--- src/rtl/friscv_mem_rd_arbiter.sv ---
// Two-port AXI4 read arbiter (icache s0, dcache s1); FRISCV_ARB_FIXED_PRIO_EN selects fixed s1 priority instead of round-robin.
// Latency: AR one cycle through a one-deep output register, R routed combinationally by S1_ID_MASK.
// Backpressure: m_arready low holds the AR register; full outstanding counters hold arready low; m_rready follows the routed port.
module friscv_mem_rd_arbiter #(
  parameter int AXI_ADDR_W  = 32,
  parameter int AXI_ID_W    = 8,
  parameter int AXI_DATA_W  = 128,
  parameter int OSTDREQ_NUM = 4,
  parameter int S1_ID_MASK  = 'h20
) (
  input  logic                  aclk,
  input  logic                  srst,
  // s0: instruction cache
  input  logic                  s0_arvalid,
  output logic                  s0_arready,
  input  logic [AXI_ADDR_W-1:0] s0_araddr,
  input  logic [7:0]            s0_arlen,
  input  logic [AXI_ID_W-1:0]   s0_arid,
  output logic                  s0_rvalid,
  input  logic                  s0_rready,
  output logic [AXI_DATA_W-1:0] s0_rdata,
  output logic [AXI_ID_W-1:0]   s0_rid,
  output logic [1:0]            s0_rresp,
  output logic                  s0_rlast,
  // s1: data cache
  input  logic                  s1_arvalid,
  output logic                  s1_arready,
  input  logic [AXI_ADDR_W-1:0] s1_araddr,
  input  logic [7:0]            s1_arlen,
  input  logic [AXI_ID_W-1:0]   s1_arid,
  output logic                  s1_rvalid,
  input  logic                  s1_rready,
  output logic [AXI_DATA_W-1:0] s1_rdata,
  output logic [AXI_ID_W-1:0]   s1_rid,
  output logic [1:0]            s1_rresp,
  output logic                  s1_rlast,
  // memory side
  output logic                  m_arvalid,
  input  logic                  m_arready,
  output logic [AXI_ADDR_W-1:0] m_araddr,
  output logic [7:0]            m_arlen,
  output logic [AXI_ID_W-1:0]   m_arid,
  output logic [2:0]            m_arsize,
  output logic [1:0]            m_arburst,
  input  logic                  m_rvalid,
  output logic                  m_rready,
  input  logic [AXI_DATA_W-1:0] m_rdata,
  input  logic [AXI_ID_W-1:0]   m_rid,
  input  logic [1:0]            m_rresp,
  input  logic                  m_rlast
);

  localparam int CNT_W = $clog2(OSTDREQ_NUM) + 1;
  localparam logic [CNT_W-1:0]    CNT_MAX = CNT_W'(OSTDREQ_NUM);
  localparam logic [CNT_W-1:0]    CNT_ONE = CNT_W'(1);
  localparam logic [AXI_ID_W-1:0] S1_MASK = AXI_ID_W'(S1_ID_MASK);

  typedef enum logic {
    GNT_S0 = 1'b0,
    GNT_S1 = 1'b1
  } grant_e;

  typedef struct packed {
    logic [AXI_ADDR_W-1:0] addr;
    logic [7:0]            len;
    logic [AXI_ID_W-1:0]   id;
  } ar_t;

  grant_e           last_grant;
  ar_t              ar_q;
  ar_t              ar_d;
  logic             ar_vld_q;
  logic [CNT_W-1:0] cnt0;
  logic [CNT_W-1:0] cnt1;
  logic             elig0;
  logic             elig1;
  logic             slot_free;
  logic             gnt0;
  logic             gnt1;
  logic             rsp0_done;
  logic             rsp1_done;
  logic             sel;

  assign elig0     = s0_arvalid && (cnt0 < CNT_MAX);
  assign elig1     = s1_arvalid && (cnt1 < CNT_MAX);
  assign slot_free = !ar_vld_q || m_arready;

  // Reset gates the grant so arready stays low and counters stay cleared while srst is high.
  always_comb begin
    gnt0 = 1'b0;
    gnt1 = 1'b0;
    if (!srst && slot_free) begin
      if (elig0 && elig1) begin
`ifdef FRISCV_ARB_FIXED_PRIO_EN
        gnt1 = 1'b1;
`else
        if (last_grant == GNT_S1) gnt0 = 1'b1;
        else                      gnt1 = 1'b1;
`endif
      end else begin
        gnt0 = elig0;
        gnt1 = elig1;
      end
    end
  end

  assign s0_arready = gnt0;
  assign s1_arready = gnt1;

  always_comb begin
    ar_d = '{addr: s0_araddr, len: s0_arlen, id: s0_arid};
    if (gnt1) ar_d = '{addr: s1_araddr, len: s1_arlen, id: s1_arid};
  end

  always_ff @(posedge aclk) begin
    if (srst) begin
      ar_vld_q   <= 1'b0;
      ar_q       <= '0;
      last_grant <= GNT_S1;
    end else if (gnt0 || gnt1) begin
      ar_vld_q   <= 1'b1;
      ar_q       <= ar_d;
      last_grant <= gnt1 ? GNT_S1 : GNT_S0;
    end else if (slot_free) begin
      ar_vld_q   <= 1'b0;
    end
  end

  assign m_arvalid = ar_vld_q;
  assign m_araddr  = ar_q.addr;
  assign m_arlen   = ar_q.len;
  assign m_arid    = ar_q.id;
  assign m_arsize  = 3'($clog2(AXI_DATA_W / 8));
  assign m_arburst = 2'b01;

  // Response routing: any S1 mask bit in the ID steers the beat to the data cache.
  assign sel       = |(m_rid & S1_MASK);
  assign s0_rvalid = m_rvalid && !sel;
  assign s1_rvalid = m_rvalid && sel;
  assign m_rready  = sel ? s1_rready : s0_rready;
  assign s0_rdata  = m_rdata;
  assign s1_rdata  = m_rdata;
  assign s0_rid    = m_rid;
  assign s1_rid    = m_rid;
  assign s0_rresp  = m_rresp;
  assign s1_rresp  = m_rresp;
  assign s0_rlast  = m_rlast;
  assign s1_rlast  = m_rlast;

  assign rsp0_done = s0_rvalid && s0_rready && s0_rlast;
  assign rsp1_done = s1_rvalid && s1_rready && s1_rlast;

  // A stray rlast after a mid-burst reset must not underflow the counter.
  always_ff @(posedge aclk) begin
    if (srst) begin
      cnt0 <= '0;
    end else begin
      case ({gnt0, rsp0_done})
        2'b10:   cnt0 <= cnt0 + CNT_ONE;
        2'b01:   if (cnt0 != '0) cnt0 <= cnt0 - CNT_ONE;
        default: cnt0 <= cnt0;
      endcase
    end
  end

  always_ff @(posedge aclk) begin
    if (srst) begin
      cnt1 <= '0;
    end else begin
      case ({gnt1, rsp1_done})
        2'b10:   cnt1 <= cnt1 + CNT_ONE;
        2'b01:   if (cnt1 != '0) cnt1 <= cnt1 - CNT_ONE;
        default: cnt1 <= cnt1;
      endcase
    end
  end

endmodule

--- config.mk ---
export PLATFORM = sky130hd
export DESIGN_NAME = friscv_mem_rd_arbiter
export DESIGN_NICKNAME = d
export VERILOG_FILES = /design/src/rtl/friscv_mem_rd_arbiter.sv
export SDC_FILE = /design/constraint.sdc
export NUM_CORES = 1
export LEC_CHECK = 0
export ABC_AREA = 0
export ABC_CLOCK_PERIOD_IN_PS = 2400
export CAP_MARGIN = 15
export CELL_PAD_IN_SITES_DETAIL_PLACEMENT = 1
export CELL_PAD_IN_SITES_GLOBAL_PLACEMENT = 1
export CORE_AREA = 2 2 224 226
export DETAILED_ROUTE_END_ITERATION = 8
export DIE_AREA = 0 0 226 228
export GPL_ROUTABILITY_DRIVEN = 0
export PLACE_DENSITY = 0.57
export SLEW_MARGIN = 30
export SYNTH_ARGS = -nofsm -noshare
export SYNTH_HDL_FRONTEND = slang
export SYNTH_SLANG_ARGS = --single-unit
--- constraint.sdc ---
create_clock -name aclk -period 2.4 [get_ports aclk]
set_clock_uncertainty 0.2 [all_clocks]
set_input_delay 0.36 -clock aclk [delete_from_list [all_inputs] [get_ports aclk]]
set_output_delay 0.36 -clock aclk [all_outputs]
set_load 0.02 [all_outputs]
# Word-level counts from Yosys, hierarchy flattened
# Index checks and enable logic that the tools add are counted.
# Widths: inputs -> output; s select.
[classes]
add_sub_neg = 4
n_lt_le_gt_ge = 2
eq_ne = 6
n_mux = 15
reduce_logical = 22
[op_table]
columns = ["operator", "n"]
rows = [
  ["$mux 48", 1],
  ["$pmux 3 s2", 2],
  ["$logic_and 1x1->1", 10],
  ["$mux 1", 10],
  ["$add 3x1->3 const B", 2],
  ["$lt 3x3->1 const B", 2],
  ["$mux 3", 2],
  ["$reduce_bool 2->1", 3],
  ["$reduce_bool 3->1", 2],
  ["$sub 3x1->3 const B", 2],
  ["$eq 2x1->1 const B", 2],
  ["$eq 2x2->1 const B", 2],
  ["$ne 2x2->1 const B", 2],
  ["$reduce_and 2->1", 2],
  ["$logic_not 1->1", 3],
  ["$logic_or 1x1->1", 2],
]
[word_totals]
reg_bits = 56
input_bits = 243
out_inout_bits = 337
elab_cells = 56

# Depth between registers and ports, before layout
# Gate-level depths: netlist (run 1).
[logic_depth]
ltp_word = 8
mapped_depth = 10
mapped_depth_nobuf = 9

# Least setup slack after synthesis (run 1)
# No wires, ideal clock.
[synth_path]
kind = "input to register"
start = "input port srst"
end = "register cnt0[2]"
setup_ns = 0.134
t_arrival_ns = 2.443
required_time_ns = 2.066
path_slack_ns = -0.376
path_stages = 9
n_path_buf = 1
path_cell_list = "buf_2 > nor4_4 > nor2_1 > xor2_1 > ha_1 > or4_1 > mux2i_1 > xnor2_1 > nor2_1"
[synth_between]
elab_chain_cells = 6
elab_cells_between_ends = 9
[synth_rtl]
columns = ["element", "line_no", "source"]
rows = [
  ["start, declared", "12", "input logic srst,"],
  ["$logic_not 1->1 *", "92", "if (!srst && slot_free) begin"],
  ["$logic_and 1x1->1 *", "92", ""],
  ["$mux 1 *", "92", ""],
  ["net s0_arready", "15", "output logic s0_arready,"],
  ["$eq 2x1->1 / $eq 2x2->1 (equally long branches)", "158", "case ({gnt0, rsp0_done})"],
  ["$ne 2x2->1 (no line) / $reduce_bool 2->1 (equally long branches)", "--", ""],
  ["$reduce_and 2->1 (no line)", "--", ""],
  ["end signal, assigned", "159", "2'b10: cnt0 <= cnt0 + CNT_ONE;"],
  ["end signal, assigned", "160", "2'b01: if (cnt0 != '0) cnt0 <= cnt0 - CNT_ONE;"],
  ["end signal, assigned", "161", "default: cnt0 <= cnt0;"],
  ["end, declared", "73", "logic [CNT_W-1:0] cnt0;"],
]
# The timed path passes the listed nets; every way through them passes the cells marked *.
# A chain may end at the register's enable or synchronous reset.

# Worst setup path after layout (run 1)
[layout_path]
start = "register cnt0[2]"
end = "register cnt1[2]"
[layout_between]
elab_chain_cells = 8
elab_cells_between_ends = 11
[layout_rtl]
columns = ["element", "line_no", "source"]
rows = [
  ["$lt 3x3->1 *", "84", "assign elig0 = s0_arvalid && (cnt0 < CNT_MAX);"],
  ["$logic_and 1x1->1 *", "84", ""],
  ["$logic_and 1x1->1 *", "93", "if (elig0 && elig1) begin"],
  ["$mux 1 *", "93", ""],
  ["$mux 1 *", "92", ""],
  ["$eq 2x1->1 / $eq 2x2->1 (equally long branches)", "170", "case ({gnt1, rsp1_done})"],
  ["$ne 2x2->1 (no line) / $reduce_bool 2->1 (equally long branches)", "--", ""],
  ["$reduce_and 2->1 (no line)", "--", ""],
  ["end signal, assigned", "171", "2'b10: cnt1 <= cnt1 + CNT_ONE;"],
  ["end signal, assigned", "172", "2'b01: if (cnt1 != '0) cnt1 <= cnt1 - CNT_ONE;"],
  ["end signal, assigned", "173", "default: cnt1 <= cnt1;"],
  ["end, declared", "74", "logic [CNT_W-1:0] cnt1;"],
]
# Mark *: on every way between the ends. The rest lies on a longest branch, timed or not.

==> summary.txt, run 1 <==
Route
  • First-pass DRT Iterations: 4
  • Routed Antenna Nets: 0
  • Wire per inst: 13.01 um
  • DRC viols: 0
  • Final WL: 14690 um
  • Vias: 3073
  • Iteration-0 DRC Markers: 46
  • Vias per std cell: 2.722

Timing
  • RSZ-0062 raised after global routing: true
  • Max transition margin: 56.60%
  • Final min period: 2387 ps
  • Fmax: 0.4189 GHz
  • Worst-Margin Slew: 650.9 ps
  • Final setup fails: 0
  • Final Hold Fails: 0
  • Period Utilization, post-route: 99.48%
  • PnR worst setup slack: 12.56 ps
  • Slew Limit Fails: 0

Floorplanning
  • Die width: 226 um
  • Io pins: 580
  • Core ar.: 49350 um2
  • FP Rows: 82
  • Die H: 228 um
  • Initial core utilization: 10.41%
  • Die ar.: 51530 um2

Global routing
  • Total gr overflow: 0
  • Tot GR Track Use: 5.567%
  • Antenna violations before repair: 1
  • Vias in the first global route: 3346
  • Largest net degree at the start of global routing: 50
  • First-pass GRT wire length: 20510 um

Layout
  • Most frequent cells in the layout: clkdlybuf4s50_1, nor2_1, dfxtp_1
  • Final nets: 701
  • Multi-input logic area: 1738 um2
  • Design Area, Final: 5756 um2
  • ANT cells: 0
  • Layout cells sized above 1: 22.98%
  • Commonest non-fill, non-tap cell in the layout: clkdlybuf4s50_1
  • Sequential Area: 1124 um2
  • Non-Filler Instances: 1129
  • Layout area overhead: 12.00%
  • Number of fill cells: 5825

Clock tree
  • Post-CTS Hold Fix Bufs: 0
  • Clock slew at reported path FFs: 80 ps
  • CTS Buffer Depth: 2
  • CTS Buf Count: 5
  • CTS H-Tree Depth: 2
  • CTS root buf: clkbuf_16
  • Insertion delay to the later sink of the worst-skew pair: 320 ps
  • CTS tree: done
  • CTS Sinks: 56

Critical path
  • CP startpoint kind: flip-flop
  • Crit Path Category: reg2reg
  • CP required: 2420 ps
  • Worst setup path startpoint: cnt0[2]
  • WP data arrival: 2400 ps
  • Critical Path End Type: flip-flop
  • RR Startpoint: cnt0[2]
  • Worst-path maximum fanout: 4

Power
  • Cell Pwr Density: 474.4 nW/um2
  • Pleak: 0.001825 uW
  • Pwr Total: 2731 uW
  • Max rail drop VDD: 0.2298 mV

Yosys
  • Yosys warning total: 0
  • Mapped Area: 5139 um2
  • Mapped Cells: 560
  • Yosys reg bits: 56
  • Avg Cell Area, Syn: 9.176 um2
  • Yosys cell types: 37
  • Sequential share of the synthesized area: 21.82%

Place
  • Placed cells: 1116
  • Setup WS pre-CTS: -465.7 ps
  • Placed cell area: 5553 um2
  • PortBufs: 163
  • Post-DP HPWL: 11530 um

Min path
  • Min-delay worst type: reg2reg
  • Hold Crit Start: m_araddr[9]

Outcome
  • Status: finished, final reports clean

Run
  • Max Cap Viol: 0
[metrics by stage]
step | TNS, ps | hold slack, ps | util [%]
floorplan | -164.4 | 285.2 | -
global placement | -8786 | 287.9 | 11.25
detailed placement | -9984 | 294.5 | 11.25
CTS | 0 | 303.4 | 11.55
global route | -364.0 | 338.7 | 11.66
finish | 0 | 299.9 | 11.66
[final timing paths]
path                       to  slack (ps)  cells after the start
setup / recovery      cnt1[2]          10                      9
hold / removal    m_araddr[9]         300                      2
setup reg to reg      cnt1[2]          10                      9
hold reg to reg   m_araddr[9]         300                      2
[per-layer routing]
metal / global-route usage [%] / vias to the layer above / wire length [um]
li1: - / 1348 / -
met1: 4.554 / 1342 / 4595
met2: 8.413 / 289 / 6551
met3: 4.031 / 92 / 2335
met4: 5.608 / 2 / 1193
met5: 0.8539 / - / 13
[Yosys cell counts (all sizes together)]
master	instances	area, um2
dfxtp	56	1121
xor2	3	26.28
o21ai	2	10.01
ha	2	25.02
and3b	1	8.760
a31oi	1	6.260
a21oi	1	5.000
buf	300	2290
and2	1	6.260
nor2b	4	32.53
or3	1	6.260
mux2i	51	510.5
nor3b	1	7.510
a32oi	1	8.760
a221oi	1	15.01
nand4b	1	23.77
nor3	2	10.01
nor4	2	42.54
or4	1	7.510
nand2b	2	27.53
mux2	3	33.78
clkbuf	6	22.52
nor2	59	221.5
conb	2	7.510
nand4	1	6.260
o31a	1	8.760
nand2	2	7.510
xnor2	2	17.52
nand3b	1	7.510
a211oi	49	615.6
[final cells by class]
class                           instances  area share, %
Tap cell                              672          14.61
Clock buffer                            8          2.543
Multi-Input combinational cell        201          30.20
Sequential cell                        56          19.52
Timing Repair Buffer                  192          33.13
[repair_timing]
item | in CTS | in global routing
pin swaps | 1 | 8
setup endpoints to repair | 3 | 4
resized for setup | 4 | 6
buffers inserted | 0 | 5
[where the power goes]
group / total, uW / switching (uW) / internal, uW
clock network: 833 / 413 / 420
registers: 1050 / 44.2 / 1010
logic: 847 / 397 / 451
total: 2730 / 853 / 1880
[state kept, by name, indices dropped and copies added, names as in the netlist]
signal      count
last_grant      1
cnt1            3
m_arid          8
cnt0            3
m_arlen         8
m_araddr       32
m_arvalid       1
[cells by family (layout without fill, tap and decap cells)]
logic type / Yosys count / after routing / share of synthesized area, %
mux: 54 / 54 / 10.59
other cells: 2 / 5 / 0.1461
xor+xnor: 5 / 5 / 0.8524
compound gates: 56 / 56 / 13.03
fa+ha+maj: 2 / 2 / 0.4869
buf+inv: 306 / 200 / 45.00
flops: 56 / 56 / 21.82
simple gates: 79 / 79 / 8.084
[worst max-delay path: stages (launching register included)]
cell,delay (ps)
dfxtp_2,330
buf_4,120
and3b_2,230
nor4_4,350
nor2_1,90
xor2_1,190
ha_2,200
nor2_1,40
a32oi_1,180
mux2_2,350
(Power assumes the default switching activity.)
==> run 2: changes to the inputs <==
Settings changed: CORE_AREA 2 2 224 226 to 2 2 226 228, DIE_AREA 0 0 226 228 to 0 0 228 230, DONT_BUFFER_PORTS set to 1, GPL_TIMING_DRIVEN set to 0, PLACE_DENSITY 0.57 to 0.32.
==> run 2 against run 1 <==
The flow now finishes with violations (setup timing); via count up 16%; first-iteration DRC count up 11%; final area up 9.9%; power up 22%; sequential power up 10%; critical path type unchanged; critical endpoint is now cnt0[2]; largest cell class unchanged; highest routed layer unchanged.
==> summary.txt, run 2 (same netlist as run 1, synthesis figures left out) <==
Clock tree
  • CTS tree: done (unchanged)
  • CTS Buffer Depth: 2 (unchanged)
  • Insertion delay to the later sink of the worst-skew pair: 330 ps (was 320 ps)
  • CTS H-Tree Depth: 2 (unchanged)
  • Clock slew at reported path FFs: 80 ps (about the same)
  • CTS root buf: clkbuf_16 (unchanged)
  • CTS Sinks: 56 (unchanged)
  • Post-CTS Hold Fix Bufs: 0 (unchanged)
  • CTS Buf Count: 5 (unchanged)

Place
  • Setup WS pre-CTS: -530.5 ps (was -465.7 ps)
  • Post-DP HPWL: 17260 um (was 11530 um)
  • PortBufs: 0 (was 163)

Min path
  • Min-delay worst type: in2reg (was reg2reg)
  • Hold Crit Start: s0_arlen[3] (was m_araddr[9])

Power
  • Clock share of power: 30.5% (about the same)
  • Internal power: 2092 uW (was 1877 uW)
  • Pleak: 0.002574 uW (was 0.001825 uW)
  • Max rail drop VDD: 0.2506 mV (was 0.2298 mV)
  • Net switching power figure: 1251 uW (was 853.4 uW)
  • Combinational power share: 34.7% (was 31.0%)
  • Cell Pwr Density: 528.4 nW/um2 (was 474.4 nW/um2)
  • Switch share: 37.42% (was 31.25%)
  • Flop pwr share: 34.8% (was 38.5%)

Timing
  • Final setup fails: 4 (was 0)
  • Worst-Margin Slew: 862.2 ps (was 650.9 ps)
  • Period Utilization, post-route: 118.6% (was 99.48%)
  • Max transition margin: 42.09% (was 56.60%)
  • Fmax: 0.3513 GHz (was 0.4189 GHz)
  • Final Hold Fails: 0 (unchanged)
  • RSZ-0062 raised after global routing: true (unchanged)
  • Final min period: 2847 ps (was 2387 ps)
  • Hold Slack: 104.1 ps (was 299.9 ps)
  • Slew Limit Fails: 0 (unchanged)
  • PnR worst setup slack: -446.6 ps (was 12.56 ps)

Global routing
  • Largest net degree at the start of global routing: 17 (was 50)
  • Vias in the first global route: 3737 (was 3346)
  • Total gr overflow: 0 (unchanged)
  • First-pass GRT wire length: 27040 um (was 20510 um)
  • Tot GR Track Use: 7.208% (was 5.567%)
  • Antenna violations before repair: 2 (was 1)

Critical path
  • Critical Path End Type: flip-flop (unchanged)
  • WP data arrival: 2840 ps (was 2400 ps)
  • Slowest CP cell: nor4_4 (unchanged)
  • RR Startpoint: cnt0[2] (unchanged)
  • CP required: 2400 ps (was 2420 ps)
  • Slack of the worst reg-to-reg path: -450 ps (was 10 ps)
  • Crit-path leading delay family: simple AND/OR/NAND/NOR gates (unchanged)
  • Worst-path maximum fanout: 7 (was 4)
  • CP startpoint kind: flip-flop (unchanged)
  • Cell Chain, Critical Path: nand2b_4 > nor4_4 > nor2_2 > xor2_1 > ha_2 > or4_4 > mux2i_2 > xnor2_1 > nor2_1 (was buf_4 > and3b_2 > nor4_4 > nor2_1 > xor2_1 > ha_2 > nor2_1 > a32oi_1 > mux2_2)
  • Worst setup path startpoint: cnt0[2] (unchanged)
  • Buffers & Inverters on Critical Path: 0 (was 1)
  • Crit Path Category: reg2reg (unchanged)
  • Slowest Stage Delay on Critical Path: 780 ps (was 350 ps)

Route
  • Vias per std cell: 2.844 (was 2.722)
  • First-pass DRT Iterations: 2 (was 4)
  • Iteration-0 DRC Markers: 51 (was 46)
  • Routed Antenna Nets: 0 (unchanged)
  • DRC viols: 0 (unchanged)
  • Wire per inst: 16.18 um (was 13.01 um)
  • Vias: 3572 (was 3073)
  • Final WL: 20330 um (was 14690 um)

Layout
  • Post-layout util: 12.69% (was 11.66%)
  • Layout area overhead: 23.13% (was 12.00%)
  • Max reg flops: 32 (unchanged)
  • Most frequent cells in the layout: buf_4, nor2_1, dfxtp_1 (was clkdlybuf4s50_1, nor2_1, dfxtp_1)
  • ANT cells: 0 (unchanged)
  • Final nets: 829 (was 701)
  • Layout cells sized above 1: 65.75% (was 22.98%)
  • Commonest non-fill, non-tap cell in the layout: buf_4 (was clkdlybuf4s50_1)

Outcome
  • Status: finished, violations left (was finished, final reports clean)
  • Failing checks: setup timing

Floorplanning
  • Die width: 228 um (was 226 um)
  • Io pins: 580 (unchanged)
  • Initial core utilization: 10.31% (was 10.41%)
  • Core ar.: 49860 um2 (was 49350 um2)
  • Die H: 230 um (was 228 um)
  • FP Rows: 82 (unchanged)
  • Die ar.: 52440 um2 (was 51530 um2)

Run
  • Max Cap Viol: 0 (unchanged)
[run 2: area by class of cell]
| type | instances | area (um2) |
|---|---|---|
| Buffer | 306 | 2323 |
| Multi-Input combinational cell | 201 | 1737 |
| Clock buffer | 5 | 125.1 |
| Clock inverter | 2 | 60.06 |
| Fill cell | 5966 | 43540 |
| Timing Repair Buffer | 14 | 112.6 |
| Sequential cell | 56 | 1129 |
| Tap cell | 672 | 840.8 |
[run 2: power groups by stage]
stage | Combinational [uW] | Clock, uW | Sequential, uW
after floorplan | 1020 | 0 | 1150
after global placement | 1170 | 0 | 1190
after detailed placement | 1170 | 0 | 1190
after CTS | 1190 | 1110 | 1170
after global routing | 1240 | 1120 | 1180
final | 1160 | 1020 | 1160
[run 2: stage by stage]
stage,setup TNS [ps],total power (uW),instances,area [um2]
2_1_floorplan,-164.4,2177,563,5157
6_report,-814.6,3343,1256,6327
3_5_place_dp,-4117,2363,1235,5998
5_1_grt,-1411,3539,1256,6327
3_3_place_gp,-4004,2362,1235,5998
4_1_cts,-1214,3465,1254,6295
[run 2: timing repair]
action,4_1_cts,5_1_grt
gates cloned,0,0
gates resized for setup,6,5
endpoints found under the hold margin,0,0
pin swaps,8,4
setup endpoints to repair,33,6
buffers inserted,13,4
[run 2: worst paths after layout]
kind | to | depth (start not counted)
hold / removal | m_arlen[3] | 2
setup / recovery | cnt0[2] | 9
hold reg to reg | cnt0[2] | 2
setup reg to reg | cnt0[2] | 9
[run 2: layer usage]
layer,up-vias,track usage [%],part of all wire [%]
met5,-,0,0.049
met4,2,2.145,1.1
met3,10,2.827,9.4
met2,266,13.16,53
met1,1688,7.623,36
li1,1606,-,-
